## config.mk

```make
export PLATFORM = sky130hd
export DESIGN_NAME = sdram_model_bank
export DESIGN_NICKNAME = d
export VERILOG_FILES = /design/src/rtl/sdram_model_bank.sv
export SDC_FILE = /design/constraint.sdc
export NUM_CORES = 1
export LEC_CHECK = 0
export ABC_AREA = 0
export ABC_CLOCK_PERIOD_IN_PS = 1170
export BUFFER_PORTS_ARGS = -buffer_cell sky130_fd_sc_hd__buf_2
export CORE_AREA = 2 2 39 41
export DETAILED_ROUTE_END_ITERATION = 8
export DIE_AREA = 0 0 41 43
export GPL_ROUTABILITY_DRIVEN = 0
export GPL_TIMING_DRIVEN = 0
export PLACE_DENSITY = 0.76
export SLEW_MARGIN = 20
export SYNTH_ARGS = -nofsm -noshare
export SYNTH_HDL_FRONTEND = slang
export SYNTH_SLANG_ARGS = --single-unit
export TNS_END_PERCENT = 30
```

## constraint.sdc

```tcl
create_clock -name clk -period 1.17 [get_ports clk]
set_input_delay 0.0585 -clock clk [delete_from_list [all_inputs] [get_ports clk]]
set_output_delay 0.0585 -clock clk [all_outputs]
set_load 0.02 [all_outputs]
```

## src/rtl/sdram_model_bank.sv

```systemverilog
// One SDRAM bank: open-row tracking and, with SDRAM_MODEL_TIMING_CHECK_EN defined,
// tRCD/tRP cycle counters.
module sdram_model_bank #(
    parameter int TRCD_CYC = 2,
    parameter int TRP_CYC  = 2
) (
    input  logic        clk,
    input  logic        rst,
    input  logic        cke,
    input  logic        act,
    input  logic        pre,
    input  logic [11:0] row_in,
    output logic        active,
    output logic [11:0] row,
    output logic        rcd_ok,
    output logic        rp_ok
);

    logic        active_r;
    logic [11:0] row_r;

    // Bank open/closed state and the row latched by ACTIVE
    always_ff @(posedge clk or posedge rst) begin
        if (rst) begin
            active_r <= 1'b0;
            row_r    <= 12'd0;
        end else if (cke) begin
            if (act) begin
                active_r <= 1'b1;
                row_r    <= row_in;
            end else if (pre) begin
                active_r <= 1'b0;
            end
        end
    end

    assign active = active_r;
    assign row    = row_r;

`ifdef SDRAM_MODEL_TIMING_CHECK_EN
    localparam int CW = 4;
    localparam logic [CW-1:0] RCD_LOAD = (TRCD_CYC > 32'sd1) ? CW'(TRCD_CYC - 32'sd1) : {CW{1'b0}};
    localparam logic [CW-1:0] RP_LOAD  = (TRP_CYC  > 32'sd1) ? CW'(TRP_CYC  - 32'sd1) : {CW{1'b0}};

    logic [CW-1:0] rcd_cnt_r;
    logic [CW-1:0] rp_cnt_r;

    // Countdown from ACTIVE / closing PRECHARGE; zero means the next command is legal
    always_ff @(posedge clk or posedge rst) begin
        if (rst) begin
            rcd_cnt_r <= {CW{1'b0}};
            rp_cnt_r  <= {CW{1'b0}};
        end else if (cke) begin
            if (act)
                rcd_cnt_r <= RCD_LOAD;
            else if (rcd_cnt_r != {CW{1'b0}})
                rcd_cnt_r <= rcd_cnt_r - {{(CW-1){1'b0}}, 1'b1};
            if (pre && active_r)
                rp_cnt_r <= RP_LOAD;
            else if (rp_cnt_r != {CW{1'b0}})
                rp_cnt_r <= rp_cnt_r - {{(CW-1){1'b0}}, 1'b1};
        end
    end

    assign rcd_ok = (rcd_cnt_r == {CW{1'b0}});
    assign rp_ok  = (rp_cnt_r  == {CW{1'b0}});
`else
    // No timing enforcement: any legal (non-negative) setting accepts every command
    assign rcd_ok = (TRCD_CYC >= 32'sd0);
    assign rp_ok  = (TRP_CYC  >= 32'sd0);
`endif

endmodule

```

**After elaboration in Yosys (flattened, before gate mapping)**

Cells that the tools add are included.

- Word-level logic and storage cells: 7
- Bits of input ports: 17
- Register bits after elaboration: 13

- Reductions and logical operators: 3
- Multiplexer cells: 2

Operator list:

| operator | number |
|---|---|
| AND reduction 2 bit | 2 |
| 2-to-1 mux 1 bit | 2 |
| nonzero test 2 bit | 1 |

**Longest topological paths before layout**

Gate-level depths: netlist of the first run.

- Depth after elaboration: 2
- Depth in mapped cells: 3
- Gate-level depth less buffers: 2

**Worst setup path after synthesis of the first run**

Ideal clock, no wire load.

- Kind: register to register
- Start point: register row[0] (netlist name)
- End point: register row_r[0], in the netlist row[0]
- Required time: 1.045 ns
- Setup slack: 0.343 ns
- Period minus slack after synthesis: 0.827 ns
- Cell stages (with the launch flop): 2
- Arrival: 0.703 ns
- Cell sequence: dfrtp_1 mux2_2

RTL lines:

| element | RTL line | source |
|---|---|---|
| to (signal assigned) | 30 | `row_r <= row_in;` |
| to (decl) | 20 | `logic [11:0] row_r;` |

**Worst setup path after layout of the first run**

- Start point: register row_r[7], in the netlist row[7]
- End point: output port row[7]

RTL lines:

| element | RTL line | source |
|---|---|---|
| to (decl) | 14 | `output logic [11:0] row,` |

No word-level cell between the ends.

==> results of run 1 <==
[how the worst max path moves through the flow]
| stage | from | end | slack (ps) |
|---|---|---|---|
| finish | row[7] | row[7] | 300 |
| global route | row[4] | row[4] | 260 |
| CTS | row[7] | row[7] | 290 |
| detailed placement | cke | row[1] | 270 |
| global placement | cke | row[5] | 280 |
| floorplan | row[0] | row[0] | 340 |
[layout by cell type, fill, tap and decap left out]
master / n
nand2_1: 1
mux2_4: 10
mux2_2: 2
clkbuf_1: 1
buf_2: 29
buf_4: 2
dfrtp_1: 13
buf_6: 1
clkbuf_4: 3
conb_1: 2
inv_1: 1
dlygate4sd3_1: 1
nand2_2: 1
a22o_2: 1
[power by group]
group / switching, W / total [W] / leakage [nW] / internal [W]
clock: 0.000127 / 0.000259 / 0.0150 / 0.000132
sequential: 0.0000312 / 0.000546 / 0.152 / 0.000514
combinational: 0.000160 / 0.000317 / 0.252 / 0.000157
[cell families after synthesis]
logic type / Yosys count / share of synthesized area
buffers and inverters: 4 / 0.05441
other: 1 / 0.006796
DFF: 13 / 0.5896
muxes: 12 / 0.3129
and+or+nand+nor: 2 / 0.01814
AOI/OAI and AO/OA: 1 / 0.01814
[timing repair]
| action | CTS | global route |
|---|---|---|
| hold endpoints to repair | 13 | 0 |
| hold buffers | 1 | 0 |
| setup buffers | 0 | 0 |
[layer usage]
metal  vias to the layer above  wire [µm]  share of wire  GRT usage
li1                        177          -              -          -
met1                       172        404           0.43     0.1375
met2                        13        478           0.51     0.2063
met3                         0         60          0.064    0.07853
met4                         0          0              0    0.02000
met5                         -          0              0          0
[cell type report]
cell class / instances / area share
Inverter: 1 / 0.004959
Tap cell: 16 / 0.02645
Timing Repair Buffer: 30 / 0.2050
Clock buffer: 4 / 0.03471
Multi-Input combinational cell: 17 / 0.2645
Sequential cell: 13 / 0.4298
Buffer: 3 / 0.03471
[state kept, by name, indices dropped and copies added (netlist names)]
register / flops
active: 1
row: 12
[per-stage QoR]
step | util | instance area (µm²)
global route | 0.5470 | 757.0
CTS | 0.5470 | 757.0
global placement | 0.5208 | 720.7
detailed placement | 0.5208 | 720.7
finish | 0.5470 | 757.0
floorplan | - | 555.5
==> out/metrics.cfg, run 1 <==
[run_status]
status = completed

[clocking]
cts_tree = done
cts-root-buf = clkbuf_4
h-tree-depth = 1
clock_latency_ps = 260
cts_resized = 0
cts_buffers = 3
cts_sinks = 13
cts_buffer_depth = 2
cts.clk_slew.worst_paths_ps = 70

[timing]
drv_slew = 0
fmax_ghz = 1.152
layout_setup_ws_ps = 301.8
setup_violations = 0
fin_worst_skew_ps = 0
holdWs_ps = 20.66
rsz0062_at_grt = no
fin_crit_sh = 0.7420
fin_tns_setup_ps = 0
finalHoldViolations = 0
post-route-min-period_ps = 868.2

[placement]
post-place-ws_ps = 267.2
dp.cells = 79
port_buffers = 29

[drt]
ant_nets = 0
wirelength_um = 943
drt_first_pass_iters = 1
num_vias = 362
routedWlPerCell_um = 11.23
drc = 0
vias_per_cell = 4.310
drt-initial-drc-count = 0

[synth]
yosysUniqueCellTypes = 10
ys_seq_area_frac = 0.5896
synth.most_common_cell = dfrtp_1
yosysWarningCount = 0
syn_area_um2 = 551.8
yosysTopAreaCellShare = 0.5896
synthArstFlopShare = 1.000
synthCells = 33
syn_avg_cell_area_um2 = 16.72
yosysTopAreaCell = dfrtp_1
synthTopCellsByCount = 13 x dfrtp_1, 10 x mux2_4, 2 x buf_4, 2 x mux2_2
netlist_top_cells_area = dfrtp_1 59%, mux2_4 27%, mux2_2 4.1%, buf_4 2.7%, buf_6 2.0%
ys_ff_latch = 13
synth_edf_count = 0
synth_flop_cell = dfrtp_1

[final_layout]
layout.area.seq_um2 = 325.3
multi_input_area_um2 = 200.2
fillers = 125
diodes = 0
final_nets = 86
drive_above_1_share = 0.7206
syn_to_final_growth_pct = 37.19
layout.cells.non_filler = 84

[worst_hold_path]
holdPathEnd = row[8]
holdCritPathClass = input pin to flop
min_path_cells = 2
hold_start = row_in[8]

[grt]
grt_pass1_wl_mm = 1.476
antenna_found_initial = 0
grt_max_degree = 14
globalRoute.totalOverflow = 0
grt_use_total = 0.1270
grt_pass1_vias = 381

[power]
ir_drop_v = 0.0007683
p_per_area_nw_per_um2 = 1481
power_leakage_nw = 0.4192
p_total_w = 0.001121

[floorplan]
pin_count = 32
die_area_um2 = 1763
core_area_um2 = 1384
die_y_um = 43
chipWidth_um = 41
initial_core_util = 0.3987
num_rows = 14

[critical_path]
crit_path_max_incr_delay_ps = 380
crit_cells = 1
crit_slowest_cell = dfrtp_1
start_kind = flop
required_ps = 1110
end_kind = output port
ff2ff_setup_slack_ps = 410
cp.arrival_ps = 810
r2r_start = row[10]
r2r_end = row[10]
crit_type = flop to output port
cp_max_fo = 2
critPathBufInv = 1
crit_chain = buf_2
cp_top_family = flip-flops
reg2reg_depth = 1

[run]
drv_cap = 0

Note: power is estimated with default switching activity, not from simulation.
==> inputs of run 2 (changes only) <==
- ABC_AREA: 0 -> 1
- ABC_CLOCK_PERIOD_IN_PS: 1170 -> 900
- CORE_AREA: 2 2 39 41 -> default
- CORE_UTILIZATION: default -> 40
- DIE_AREA: 0 0 41 43 -> default
- PLACE_DENSITY: 0.76 -> 0.75
- clock period: 1.17 -> 0.9 ns (I/O delays scaled with it)
==> run 2 against run 1 <==
Compared with the run above: synthesized area down 2.3%; cell count up 36%; synthesized cell count up 82%; routed wire length up 33%; flip-flop and latch count unchanged; setup slack worse by 260 ps; critical endpoint is now row[0].
==> out/metrics.cfg, run 2 <==
[run_status]
status = completed  ; unchanged

[critical_path]
required_ps = 850  ; was 1110 ps
cp_max_fo = 2  ; unchanged
start_kind = flop  ; unchanged
end_kind = output port  ; unchanged
crit_type = flop to output port  ; unchanged
cp_top_family = flip-flops  ; unchanged
crit_chain = buf_2  ; unchanged
reg2reg_depth = 3  ; was 1
crit_path_max_incr_delay_ps = 390  ; was 380 ps
critPathBufInv = 1  ; unchanged
crit_slowest_cell = dfrtp_1  ; unchanged
crit_cells = 1  ; unchanged
cp.arrival_ps = 810  ; about the same

[synth]
yosysTopAreaCell = dfrtp_1  ; unchanged
synthCells = 60  ; was 33
synthTopCellsByCount = 27 x nand2_1, 13 x dfrtp_1, 12 x nand3_1, 3 x buf_4  ; was 13 x dfrtp_1, 10 x mux2_4, 2 x buf_4, 2 x mux2_2
synthArstFlopShare = 1.000  ; unchanged
syn_avg_cell_area_um2 = 8.988  ; was 16.72 µm²
muxShareOfSynthArea = 0  ; was 0.3129
synth_flop_cell = dfrtp_1  ; unchanged
synthSimpleGateAreaFrac = 0.3109  ; was 0.01814
synth.most_common_cell = nand2_1  ; was dfrtp_1
ys_ff_latch = 13  ; unchanged
netlist_top_cells_area = dfrtp_1 60%, nand2_1 19%, nand3_1 11%, buf_4 4.2%, buf_6 2.1%  ; was dfrtp_1 59%, mux2_4 27%, mux2_2 4.1%, buf_4 2.7%, buf_6 2.0%
syn_area_um2 = 539.3  ; was 551.8 µm²
yosysTopAreaCellShare = 0.6032  ; was 0.5896
synth_edf_count = 0  ; unchanged
yosysUniqueCellTypes = 9  ; was 10
synth_adder_area_share = 0  ; unchanged
ys_seq_area_frac = 0.6032  ; was 0.5896
yosysWarningCount = 0  ; unchanged
synth_top_family_by_area = simple AND/OR/NAND/NOR gates  ; was multiplexers
synth-compound-area-share = 0  ; was 0.01814
synthXorXnorAreaFrac = 0  ; unchanged

[drt]
wirelength_mm = 1.250  ; was 943 µm
vias_per_cell = 4.570  ; was 4.310
num_vias = 521  ; was 362
met3_length_um = 94  ; was 60 µm
highest_layer = met3  ; unchanged
drc = 0  ; unchanged
routedWlPerCell_um = 10.96  ; was 11.23 µm
wl_met1_um = 531  ; was 404 µm
wl_met2_um = 624  ; was 478 µm
drt_first_pass_iters = 4  ; was 1
ant_nets = 0  ; unchanged
drt-initial-drc-count = 12  ; was 0

[power]
power_frac_comb = 0.258  ; was 0.283
power_frac_seq = 0.493  ; was 0.487
power_leakage_nw = 0.4682  ; was 0.4192 nW
p_int_w = 0.0009705  ; was 0.0008035 W
p_total_w = 0.001396  ; was 0.001121 W
p_switching_w = 0.0004251  ; was 0.0003176 W
p_per_area_nw_per_um2 = 1768  ; was 1481 nW/µm²
p_sw_frac = 0.3046  ; was 0.2833
ir_drop_v = 0.001199  ; was 0.0007683 V
power.clock.fraction = 0.249  ; was 0.231

[clocking]
cts_tree = done  ; unchanged
cts_sinks = 13  ; unchanged
h-tree-depth = 1  ; unchanged
cts_buffers = 3  ; unchanged
cts.clk_slew.worst_paths_ps = 80  ; was 70 ps
clock_latency_ps = 270  ; was 260 ps
cts_buffer_depth = 2  ; unchanged
cts_resized = 0  ; unchanged
cts-root-buf = clkbuf_4  ; unchanged

[final_layout]
final_area_um2 = 789.5  ; was 757.0 µm²
drive_above_1_share = 0.3900  ; was 0.7206
final_nets = 118  ; was 86
diodes = 0  ; unchanged
layout_common_cells = 30 x buf_2, 27 x nand2_1, 13 x dfrtp_1  ; was 29 x buf_2, 13 x dfrtp_1, 10 x mux2_4
syn_to_final_growth_pct = 46.40  ; was 37.19%
layout_commonest_cell = buf_2  ; unchanged
largest_register_ffs = 12  ; unchanged

[worst_hold_path]
holdCritPathClass = input pin to flop  ; unchanged
min_path_cells = 3  ; was 2

[timing]
layout_setup_ws_ps = 41.62  ; was 301.8 ps
drv_slew = 0  ; unchanged
holdWs_ps = 6.542  ; was 20.66 ps
fmax_ghz = 1.165
finalHoldViolations = 0  ; unchanged
fin_crit_sh = 0.9538
post-route-min-period_ps = 858.4
rsz0062_at_grt = yes  ; was no
fin_worst_skew_ps = 0  ; unchanged
fin_tns_setup_ps = 0  ; unchanged
setup_violations = 0  ; unchanged

[grt]
antenna_found_initial = 0  ; unchanged
globalRoute.totalOverflow = 0  ; unchanged
grt_pass1_wl_mm = 1.863  ; was 1.476 mm
grt_pass1_vias = 452  ; was 381
grt_use_total = 0.1865  ; was 0.1270
grt_max_degree = 14  ; unchanged

[floorplan]
num_rows = 12  ; was 14
core_area_um2 = 1171  ; was 1384 µm²
pin_count = 32  ; unchanged
die_y_um = 38.72  ; was 43 µm
initial_core_util = 0.4605  ; was 0.3987
chipWidth_um = 38.72  ; was 41 µm
die_area_um2 = 1499  ; was 1763 µm²

[placement]
port_buffers = 29  ; unchanged
dp_hpwl_um = 863.7
place_area_um2 = 705.7  ; was 720.7 µm²
post-place-ws_ps = 257.3  ; was 267.2 ps

[run]
drv_cap = 0  ; unchanged

-- run 2: cell count changes in the layout (fill, tap and decap cells not counted), sizes merged --
cell and delta:
nand3 +12, buf +3, mux2 -12, nand2 +26
dlygate4sd3 +4, a22o -1
-- run 2: area by class of cell --
cell class              count  area [µm²]
fillers                   109       381.6
flip-flops and latches     13       325.3
repair buffers             35       202.7
multi-input cells          42       175.2
plain buffers               5       38.79
clock buffers               4       26.28
well taps                  14       17.52
inverters                   1       3.754
-- run 2: worst min-delay path: cells and delay by family --
family / cells / cell delay (ps)
buffers and inverters: 1 / 80
and+or+nand+nor: 2 / 120
-- run 2: cell families (layout without fill, tap and decap cells) --
| group | Yosys count | after routing |
|---|---|---|
| flip-flops | 13 | 13 |
| buffers and inverters | 6 | 45 |
| AND/OR/NAND/NOR | 40 | 40 |
| other | 1 | 2 |
-- run 2: layer usage --
metal / vias to the layer above / global-route usage
met3: 0 / 0.03468
met1: 229 / 0.2293
met5: - / 0
met4: 0 / 0.07759
met2: 25 / 0.3167
li1: 267 / -
-- run 2: path summary, 6_finish.rpt --
kind                           end  startpoint  slack, ps
min reg2reg                row[11]     row[11]        470
max in group asynchronous   row[3]         rst        240
min                         row[0]   row_in[0]          7
max                         row[0]      row[0]         40
min in group asynchronous   row[0]         rst        330
max reg2reg                 row[7]      row[7]        190
-- run 2: what timing repair did --
action / in CTS / in global routing
hold buffers: 4 / 1
endpoints found under the hold margin: 16 / 1
buffers inserted: 0 / 1
endpoints found under the setup margin: 0 / 2
-- run 2: power groups by stage --
stage	registers (W)	clock network, W	logic [W]
5_1_grt	0.000697	0.000388	0.000395
4_1_cts	0.000688	0.000360	0.000351
3_3_place_gp	0.000699	0	0.000331
3_5_place_dp	0.000698	0	0.000338
6_report	0.000688	0.000347	0.000360
2_1_floorplan	0.000796	0	0.000109
-- run 2: per-stage QoR --
step | instances | util
2_1_floorplan | 61 | -
3_3_place_gp | 104 | 0.6026
3_5_place_dp | 104 | 0.6026
4_1_cts | 112 | 0.6592
5_1_grt | 114 | 0.6741
6_report | 114 | 0.6741
==> inputs of run 3 (changes only) <==
- CORE_MARGIN: default -> 5
- MAX_ROUTING_LAYER: default -> met4
- RECOVER_POWER: default -> 100
==> run 3 against run 2 <==
Compared with the run above: the flow now finishes with violations (hold timing); flip-flop and latch count is the same; combinational power grew 4%; critical path depth is the same; clock-buffer cell count is the same; hold slack lost 13 ps.
==> out/metrics.cfg, run 3 (synthesized netlist as in run 2, its figures left out) <==
[floorplan]
die_y_um = 46.72  ; was 38.72 µm
initial_core_util = 0.4197  ; was 0.4605
pin_count = 32  ; unchanged
num_rows = 13  ; was 12
chipWidth_um = 46.72  ; was 38.72 µm
die_area_um2 = 2182  ; was 1499 µm²
core_area_um2 = 1285  ; was 1171 µm²

[final_layout]
syn_to_final_growth_pct = 52.67  ; was 46.40%
utilization = 0.6407  ; was 0.6741
final_nets = 121  ; was 118
final_area_um2 = 823.3  ; was 789.5 µm²
layout_common_cells = 27 x nand2_1, 25 x buf_2, 13 x dfrtp_1  ; was 30 x buf_2, 27 x nand2_1, 13 x dfrtp_1
layout_commonest_cell = nand2_1  ; was buf_2
largest_register_ffs = 12  ; unchanged
drive_above_1_share = 0.3786  ; was 0.3900
diodes = 0  ; unchanged

[timing]
finalHoldViolations = 3  ; was 0
post-route-min-period_ps = 878.4  ; was 858.4 ps
fin_tns_setup_ps = 0  ; unchanged
holdWs_ps = -6.419  ; was 6.542 ps
fin_worst_skew_ps = 0  ; unchanged
rsz0062_at_grt = yes  ; unchanged
layout_setup_ws_ps = 21.59  ; was 41.62 ps
setup_violations = 0  ; unchanged
fmax_ghz = 1.138  ; was 1.165 GHz
fin_crit_sh = 0.9760  ; was 0.9538
drv_slew = 0  ; unchanged

[clocking]
cts.clk_slew.worst_paths_ps = 80  ; about the same
cts_sinks = 13  ; unchanged
clock_latency_ps = 280  ; was 270 ps
cts_buffers = 3  ; unchanged
h-tree-depth = 1  ; unchanged
cts_buffer_depth = 2  ; unchanged
cts-root-buf = clkbuf_4  ; unchanged
cts_tree = done  ; unchanged

[critical_path]
start_kind = flop  ; unchanged
crit_type = flop to output port  ; unchanged
cp.arrival_ps = 830  ; was 810 ps
reg2reg_depth = 3  ; unchanged
r2r_start = row[11]  ; was row[7]
crit_chain = buf_2  ; unchanged
crit_slowest_cell = dfrtp_1  ; unchanged
end_kind = output port  ; unchanged
r2r_end = row[11]  ; was row[7]
cp_max_fo = 2  ; unchanged
crit_path_max_incr_delay_ps = 390  ; about the same
critPathBufInv = 1  ; unchanged
ff2ff_setup_slack_ps = 190  ; about the same
cp_top_family = flip-flops  ; unchanged
crit_cells = 1  ; unchanged
required_ps = 850  ; about the same

[worst_hold_path]
hold_start = row_in[6]  ; was row_in[0]
holdCritPathClass = input pin to flop  ; unchanged
min_path_cells = 3  ; unchanged
holdPathEnd = row[6]  ; was row[0]

[run_status]
violations = hold timing
status = finished with violations  ; was completed

[grt]
grt_use_total = 0.1498  ; was 0.1865
antenna_found_initial = 0  ; unchanged
grt_pass1_wl_mm = 2.166  ; was 1.863 mm
grt_pass1_vias = 514  ; was 452
grt_max_degree = 14  ; unchanged
globalRoute.totalOverflow = 0  ; unchanged

[placement]
post-place-ws_ps = 261.0  ; was 257.3 ps
dp_hpwl_um = 918.3  ; was 863.7 µm
place_area_um2 = 706.9  ; was 705.7 µm²
port_buffers = 29  ; unchanged

[power]
p_total_w = 0.001439  ; was 0.001396 W
p_per_area_nw_per_um2 = 1747  ; was 1768 nW/µm²
ir_drop_v = 0.0009775  ; was 0.001199 V
power_leakage_nw = 0.4811  ; was 0.4682 nW

[drt]
routedWlPerCell_um = 11.97  ; was 10.96 µm
wirelength_mm = 1.413  ; was 1.250 mm
drt-initial-drc-count = 11  ; was 12
drc = 0  ; unchanged
num_vias = 546  ; was 521
drt_first_pass_iters = 4  ; unchanged
ant_nets = 0  ; unchanged
vias_per_cell = 4.627  ; was 4.570

[run]
drv_cap = 0  ; unchanged

[run 3: cell types whose count changed in the layout (fill, tap and decap cells not counted)]
| cell | change |
|---|---|
| clkbuf_4 | +1 |
| clkbuf_2 | +4 |
| dlygate4sd3_1 | +3 |
| buf_2 | -5 |
[run 3: worst max path at each step]
stage | slack, ps | endpoint | start
after global placement | 270 | row[7] | cke
after floorplan | 220 | active | active
after global routing | -2 | row[9] | row[9]
final | 20 | row[4] | row[4]
after detailed placement | 260 | row[6] | cke
after CTS | 30 | row[10] | row[10]
[run 3: area by class of cell]
type                    instances  area, µm²
multi-input cells              42      175.2
well taps                      15      18.77
flip-flops and latches         13      325.3
repair buffers                 38      235.2
inverters                       1      3.754
fillers                       116      461.7
plain buffers                   5      38.79
clock buffers                   4      26.28
[run 3: metrics by stage]
stage	hold slack, ps	cells
2_1_floorplan	-78.04	61
3_3_place_gp	81.02	105
3_5_place_dp	87.46	105
4_1_cts	0.2941	117
5_1_grt	1.108	118
6_report	-6.419	118
[run 3: timing repair]
item                                    4_1_cts  5_1_grt
resized for setup                             0        2
endpoints found under the setup margin        0        3
setup buffers                                 0        1
hold buffers                                  8        0
hold endpoints to repair                     20        0
[run 3: layer usage]
layer  wire length (µm)  track usage  up-vias
li1                   -            -      271
met1                570       0.1715      249
met2                712       0.2445       22
met3                101      0.02734        4
met4                 29      0.08287        0
met5                  0            -        -
[run 3: power by group]
group | switching (W) | total, W | internal (W)
Combinational | 0.000219 | 0.000373 | 0.000154
Clock | 0.000202 | 0.000375 | 0.000172
Sequential | 0.0000353 | 0.000691 | 0.000656
